File: src/rtl/if_fetch_pkg.sv
// Shared types for the instruction-fetch stage: bus widths, FSM state encoding
// and the byte-address helper.
package if_fetch_pkg;

    localparam int unsigned ADDR_W = 32;
    localparam int unsigned INST_W = 32;

    typedef logic [ADDR_W-1:0] inst_addr_t;
    typedef logic [INST_W-1:0] inst_t;

    typedef enum logic [2:0] {
        S_REQ   = 3'd0,
        S_WAIT  = 3'd1,
        S_DONE  = 3'd2,
        S_FLUSH = 3'd3
    } if_state_e;

    function automatic inst_addr_t byte_addr(input inst_addr_t pc, input logic [1:0] cnt);
        return pc + inst_addr_t'(cnt);
    endfunction

endpackage

File: src/rtl/if_fetch.sv
// Instruction fetch: assembles each 32-bit instruction from four little-endian
// byte reads and presents it to decode, honouring redirects and downstream stalls.
module if_fetch
    import if_fetch_pkg::*;
#(
    parameter inst_addr_t RESET_PC = 32'h0000_0000
) (
    input  logic        clk,
    input  logic        rst,
    input  logic        rdy,
    input  logic        pipe_stall,
    input  logic        use_npc,
    input  logic [31:0] npc_addr,
    output logic        mem_req,
    output logic [31:0] mem_addr,
    input  logic        mem_gnt,
    input  logic        mem_rvalid,
    input  logic [7:0]  mem_rdata,
    output logic [31:0] if_pc,
    output logic [31:0] if_inst,
    output logic        if_valid,
    output logic        stall_req
);

    if_state_e  state_q, state_d;
    inst_addr_t pc_q, pc_d;
    logic [1:0] cnt_q, cnt_d;
    inst_t      inst_q, inst_d;
    logic       valid_q, valid_d;

    always_ff @(posedge clk or posedge rst) begin
        if (rst) begin
            state_q <= S_REQ;
            pc_q    <= RESET_PC;
            cnt_q   <= '0;
            inst_q  <= '0;
            valid_q <= 1'b0;
        end else if (rdy) begin
            state_q <= state_d;
            pc_q    <= pc_d;
            cnt_q   <= cnt_d;
            inst_q  <= inst_d;
            valid_q <= valid_d;
        end
    end

    always_comb begin
        state_d = state_q;
        pc_d    = pc_q;
        cnt_d   = cnt_q;
        inst_d  = inst_q;
        valid_d = valid_q;

        if (use_npc) begin
            pc_d    = npc_addr;
            cnt_d   = '0;
            valid_d = 1'b0;
            // A granted-but-unreturned byte must be drained before refetching
            unique case (state_q)
                S_REQ:   state_d = mem_gnt    ? S_FLUSH : S_REQ;
                S_WAIT:  state_d = mem_rvalid ? S_REQ   : S_FLUSH;
                S_FLUSH: state_d = mem_rvalid ? S_REQ   : S_FLUSH;
                default: state_d = S_REQ;
            endcase
        end else begin
            unique case (state_q)
                S_REQ: begin
                    if (mem_gnt) state_d = S_WAIT;
                end
                S_WAIT: begin
                    if (mem_rvalid) begin
                        inst_d[{cnt_q, 3'b000} +: 8] = mem_rdata;
                        if (cnt_q == 2'd3) begin
                            state_d = S_DONE;
                            valid_d = 1'b1;
                        end else begin
                            cnt_d   = cnt_q + 2'd1;
                            state_d = S_REQ;
                        end
                    end
                end
                S_DONE: begin
                    if (!pipe_stall) begin
                        pc_d    = pc_q + 32'd4;
                        cnt_d   = '0;
                        valid_d = 1'b0;
                        state_d = S_REQ;
                    end
                end
                S_FLUSH: begin
                    if (mem_rvalid) state_d = S_REQ;
                end
                default: state_d = S_REQ;
            endcase
        end
    end

    // Gated by rst so the request drops immediately on an asynchronous reset
    assign mem_req   = (state_q == S_REQ) && !rst;
    assign mem_addr  = mem_req ? byte_addr(pc_q, cnt_q) : '0;
    assign if_pc     = pc_q;
    assign if_inst   = inst_q;
    assign if_valid  = valid_q;
    assign stall_req = !valid_q;

    // A returned byte is only legal while one is outstanding
    assert property (@(posedge clk) disable iff (rst)
        !(rdy && mem_rvalid && (state_q == S_REQ || state_q == S_DONE)));

endmodule

File: config.mk
export PLATFORM = sky130hd
export DESIGN_NAME = if_fetch
export DESIGN_NICKNAME = d
export VERILOG_FILES = /design/src/rtl/if_fetch_pkg.sv /design/src/rtl/if_fetch.sv
export SDC_FILE = /design/constraint.sdc
export NUM_CORES = 1
export LEC_CHECK = 0
export CAP_MARGIN = 20
export CORE_MARGIN = 2
export CORE_UTILIZATION = 43
export CTS_CLUSTER_SIZE = 24
export DETAILED_ROUTE_END_ITERATION = 16
export GPL_TIMING_DRIVEN = 0
export HOLD_SLACK_MARGIN = 0.06
export PLACE_DENSITY_LB_ADDON = 0.08
export SYNTH_ARGS = -nofsm -noshare
export SYNTH_HDL_FRONTEND = slang
export SYNTH_SLANG_ARGS = --single-unit
File: constraint.sdc
create_clock -name clk -period 2.77 [get_ports clk]
set_input_delay 0.831 -clock clk [delete_from_list [all_inputs] [get_ports clk]]
set_output_delay 0.831 -clock clk [all_outputs]
set_load 0.02 [all_outputs]
# --- Word-level counts from Yosys, hierarchy flattened ---
# Cells that the tools add are included.
word_totals:
  reg_bits: 70
op_classes:
  add_sub_neg: 4
  eq_ne: 11
  n_shift: 2
  n_mux: 25
  n_bitwise: 1
  n_reduce_logical: 12
op_table:
  columns: ["op", "count"]
  rows:
  - ["32-bit two-way mux", 4]
  - ["32-bit by 2-bit adder with 32-bit output", 1]
  - ["32-bit by 3-bit adder with 32-bit output (second input constant)", 1]
  - ["32-bit bitwise mux", 1]
  - ["8-bit by 7-bit variable shift with 32-bit output (first input constant)", 1]
  - ["8-bit by 7-bit indexed part select with 32-bit output", 1]
  - ["3-bit inequality test (second input constant)", 6]
  - ["3-bit two-way mux", 5]
  - ["5-bit AND reduction", 3]
  - ["2-bit two-way mux", 7]
  - ["3-bit case mux with 4 select lines", 1]
  - ["2-bit case mux with 2 select lines", 2]
  - ["5-bit negation with 7-bit output", 1]
  - ["3-bit by 2-bit equality test with 1-bit output (second input constant)", 2]
  - ["1-bit two-way mux", 4]
  - ["4-bit AND reduction", 1]
  - ["3-bit by 1-bit equality test with 1-bit output (second input constant)", 1]
  - ["3-bit logical NOT", 1]
  - ["3-bit AND reduction", 1]
  - ["3-bit nonzero test", 1]
  - ["2-bit by 1-bit adder with 2-bit output (second input constant)", 1]
  - ["2-bit equality test (second input constant)", 1]
  - ["1-bit logical NOT", 2]
  - ["2-bit by 1-bit inequality test with 1-bit output (second input constant)", 1]
  - ["5 further kinds", 5]

# --- Logic depth before layout (Yosys ltp) ---
depth:
  word_depth: 5
  depth_mapped: 7
  ltp_nobuf: 6

# --- Worst setup path before layout ---
# No wires, ideal clock.
synth_path:
  path_type: "input port to output port"
  from: "in rst"
  to: "out mem_addr[27]"
  arrival_ps: 2340
  required_time_ps: 1939
  slack_ps: -401
  path_stages: 6
  n_path_buf: 2
  path_cell_list: "or3_1 clkbuf_1 inv_1 clkbuf_1 nand2_1 mux2i_1"
synth_between:
  elab_chain_cells: 3
synth_rtl:
  columns: ["element", "line", "text"]
  rows:
  - ["from (decl)", "if_fetch.sv:9", "input logic rst,"]
  - ["1-bit logical NOT", "if_fetch.sv:99", "assign mem_req = (state_q == S_REQ) && !rst;"]
  - ["1-bit logical AND", "if_fetch.sv:99", null]
  - ["named net mem_req", "if_fetch.sv:14", "output logic mem_req,"]
  - ["32-bit two-way mux", "if_fetch.sv:100", "assign mem_addr = mem_req ? byte_addr(pc_q, cnt_q) : '0;"]
  - ["to (decl)", "if_fetch.sv:15", "output logic [31:0] mem_addr,"]
# The timed path passes the listed nets, and every way through them passes these cells.

# --- Worst setup path after layout ---
layout_path:
  from: "reg pc_q[20], in the netlist if_pc[20]"
  to: "reg pc_q[23], in the netlist if_pc[23]"
layout_between:
  elab_chain_cells: 4
layout_rtl:
  columns: ["element", "line", "text"]
  rows:
  - ["from (decl)", "if_fetch.sv:26", "inst_addr_t pc_q, pc_d;"]
  - ["from (signal assigned)", "if_fetch.sv:40", "pc_q <= pc_d;"]
  - ["32-bit by 3-bit adder with 32-bit output", "if_fetch.sv:84", "pc_d = pc_q + 32'd4;"]
  - ["32-bit two-way mux", "if_fetch.sv:83", "if (!pipe_stall) begin"]
  - ["32-bit two-way mux", "if_fetch.sv:66", "unique case (state_q)"]
  - ["32-bit two-way mux", "if_fetch.sv:54", "if (use_npc) begin"]
# Every way passes these cells. The select of a mux whose other input is x is not followed.
# A chain may end at the register's enable or synchronous reset.

==> metrics.md <==
| Metric | Value |
|---|---|
| RR Startpoint | `if_pc[20]` |
| H-tree levels | `3` |
| P_int | `3130 uW` |
| Syn Inst Count | `596` |
| Final Hold Viols | `0` |
| CTS tree | `built` |
| Final clock period utilization by the worst path | `1.17` |
| TNS Setup | `-9.10 ns` |
| Vias | `6557` |
| Total grt overflow | `0` |
| Clock latency on the worst-skew pair | `0.37 ns` |
| Flops & latches, synth | `69` |
| CP Cell Sequence | `buf_6 -> nand4_1 -> buf_4 -> buf_4 -> buf_4 -> buf_4 -> buf_4 -> buf_4 -> buf_4 -> buf_4 -> buf_4 -> buf_4 -> buf_4 -> buf_4 -> buf_4 -> buf_4 -> buf_4 -> nor3_4 -> a211oi_2 -> nor3_1` |
| Run status | `finished, violations left` |
| Worst setup SP type | `flop` |
| Crit path time final | `3.24 ns` |
| Setup WS post-layout | `-0.470 ns` |
| Synth async-reset ratio | `1.00` |
| Worst path required time | `3.05 ns` |
| Peak supply drop | `0.472 mV` |
| Switching pwr | `2220 uW` |
| Leakage | `0.00343 uW` |
| Number of synthesized flops with an enable pin | `0` |
| Slew HR | `0.377` |
| Comb power frac | `0.543` |
| Syn nets | `652` |
| WL final | `23.1 mm` |
| CP bufs+invs | `16` |
| Worst slew pin tran | `0.932 ns` |
| Register area share after synthesis | `0.365` |
| Clk pwr share | `0.196` |
| Die width | `109 um` |
| WP depth | `20` |
| Post-synth top area cell | `dfrtp_1` |
| Violations in the final reports | `negative setup slack` |
| Fin. max-slew vios | `0` |
| Setup Skew | `0.0121 ns` |
| Antenna cells | `0` |
| Core Footprint | `10800 um^2` |
| Worst setup path startpoint | `if_pc[20]` |
| Element type at the critical path end | `flop` |
| Die area | `11800 um^2` |
| Area delta synth->final | `78.0%` |
| WP data arrival | `3.52 ns` |
| Iter 0 DRT Violations | `980` |
| Hold Crit Class | `in -> async` |
| Top Ports | `146` |
| Sequential share of power | `0.261` |
| Syn. warnings | `0` |
| Pwr per Cell Area | `636 nW/um^2` |
| Synth Cell Area | `4730 um^2` |
| Post-route insts no fill | `1019` |
| Max Root-Sink Buffers | `2` |
| Sw frac | `0.414` |
| Root buffer cell | `clkbuf_8` |
| # setup viols final | `33` |
| Worst reg2reg path depth | `20` |
| Initial antenna violation count | `0` |
| Main synth FF type | `dfrtp_1` |
| Largest net degree at the start of global routing | `42` |
| Initial core utilization | `0.438` |
| Clock Pin Slew Worst Setup and Hold Paths | `0.08 ns` |
| Most common cell after layout, fill and taps aside | `buf_4` |
| Chip height | `109 um` |
| Cell mode on critical path | `buf_4` |
| Distinct cells, synth | `54` |
| Post-route ant nets | `0` |
| Filler Cell Count | `683` |
| Drt drc | `0` |
| Synth top area cells | `dfrtp_1 (37%), nand2_1 (7.0%), o21ai_0 (6.5%)` |
| Fraction of layout cells with a size suffix above 1 | `0.347` |
| Max cap viols | `0` |
| Delay-heaviest family, CP | `buffers and inverters` |
| Crit-path max cell delay | `0.40 ns` |
| Nets@finish | `930` |
| Syn Area/Cell | `7.93 um^2` |
| Core Rows | `38` |
| Slowest cell on crit path | `dfrtp_1` |
| Vias in the first global route | `5957` |
| Final design utilization | `0.780` |
| Final Wtd Congestion | `0.902` |
| Number of placed instances, taps included | `882` |
| Synth top area share | `0.365` |
| 1st-pass router iterations | `6` |
| All-layer global routing usage | `0.349` |
| Drt wl/cell | `22.6 um` |
| Most frequent cells in the layout | `buf_4 (116), clkdlybuf4s50_1 (111), nand2_1 (87)` |
| Vias per cell | `6.43` |
| Port Buffers | `145` |
| CTS Buf Count | `9` |
| Critical-path maximum fanout | `4` |
| Hpwl dp | `12.2 mm` |
| CTS Sinks | `69` |
| RSZ-0062 raised after global routing | `yes` |
| First-pass GRT wire length | `31.2 mm` |
| Setup Crit Path Kind | `reg -> reg` |
| Fmax | `0.309 GHz` |
[state kept, by name, indices dropped and copies added (netlist names)]
| signal | flops |
|---|---|
| if_pc | 32 |
| if_inst | 32 |
| if_valid | 1 |
| state_q | 2 |
| cnt_q | 2 |
[stage by stage]
| step | cell area (um^2) | setup WS, ns | hold WS (ns) | total power, uW |
|---|---|---|---|---|
| 6_report | 8410 | -0.470 | 0.422 | 5350 |
| 3_5_place_dp | 6600 | -1.36 | 0.470 | 3350 |
| 2_1_floorplan | 4950 | -0.0281 | 0.590 | 2540 |
| 5_1_grt | 8410 | -0.473 | 0.449 | 5530 |
| 3_3_place_gp | 6570 | -1.43 | 0.460 | 3310 |
| 4_1_cts | 8000 | -0.321 | 0.448 | 4900 |
[cell usage after synthesis (all sizes together) (3+ instances only)]
cell type,number
nand2,88
dfrtp,69
or3,6
nor3,34
o2bb2ai,4
nor2,46
a41o,3
buf,19
a211oi,5
inv,18
nor3b,4
xor2,5
and3,12
o21ai,61
mux2i,8
nand3,29
and4,5
a32oi,3
ha,8
o21a,3
a21oi,24
o22ai,8
nand4,22
nor4,14
clkbuf,30
o311ai,6
nand2b,6
o31ai,6
a22oi,4
or4,7
xnor2,7
a31oi,8
mux2,3
a22o,4
[power by group through the flow]
stage | combinational, uW | sequential (uW) | clock (uW)
floorplan | 1020 | 1520 | 0
global placement | 1940 | 1380 | 0
detailed placement | 1960 | 1380 | 0
CTS | 2500 | 1370 | 1030
global route | 3040 | 1410 | 1090
finish | 2910 | 1400 | 1050
[final timing paths]
| check | to | slack, ns |
|---|---|---|
| max | if_pc[23] | -0.47 |
| min | if_pc[0] | 0.42 |
| max reg2reg | if_pc[23] | -0.47 |
| min reg2reg | if_inst[15] | 0.48 |
| max in group asynchronous | if_pc[10] | 1.77 |
| min in group clk | if_inst[15] | 0.48 |
[cell families after synthesis]
kind of cell | synth area share
xor gates and xnor gates | 0.0222
adders and majority gates | 0.0254
DFF | 0.365
buffers and inverters | 0.0596
AOI/OAI and AO/OA | 0.192
and+or+nand+nor | 0.311
muxes | 0.0241
[worst register-to-register path: stages, from the launching register on]
cell      delay (ns)
dfrtp_1         0.40
buf_6           0.15
nand4_1         0.15
buf_4           0.19
buf_4           0.13
buf_4           0.13
buf_4           0.12
buf_4           0.12
buf_4           0.12
buf_4           0.12
buf_4           0.13
buf_4           0.12
buf_4           0.13
buf_4           0.12
buf_4           0.12
buf_4           0.13
buf_4           0.13
buf_4           0.15
nor3_4          0.18
a211oi_2        0.10
nor3_1          0.19
[area by class of cell]
class | instances | area, um^2 | area share
clock inverter | 6 | 113 | 0.0134
timing repair buffer | 274 | 2560 | 0.304
sequential | 69 | 1750 | 0.208
buffer | 41 | 323 | 0.0384
clock buffer | 10 | 128 | 0.0152
inverter | 18 | 76.3 | 0.00907
tap | 140 | 175 | 0.0208
multi-input combinational | 461 | 3290 | 0.391
[timing repair]
item | CTS | global route
setup buffers | 93 | 36
gates cloned | 2 | 0
endpoints found under the hold margin | 0 | 0
pin swaps | 40 | 29
gates resized for setup | 284 | 41
hold buffers | 0 | 0
setup endpoints to repair | 40 | 43
[routing by layer]
metal,vias to the layer above,global-route usage,part of all wire
met5,-,0,0
met4,0,0.237,0.080
met3,190,0.0675,0.11
met2,567,0.562,0.46
met1,3072,0.422,0.35
li1,2728,-,-
Note: power is estimated with default switching activity, not from simulation.
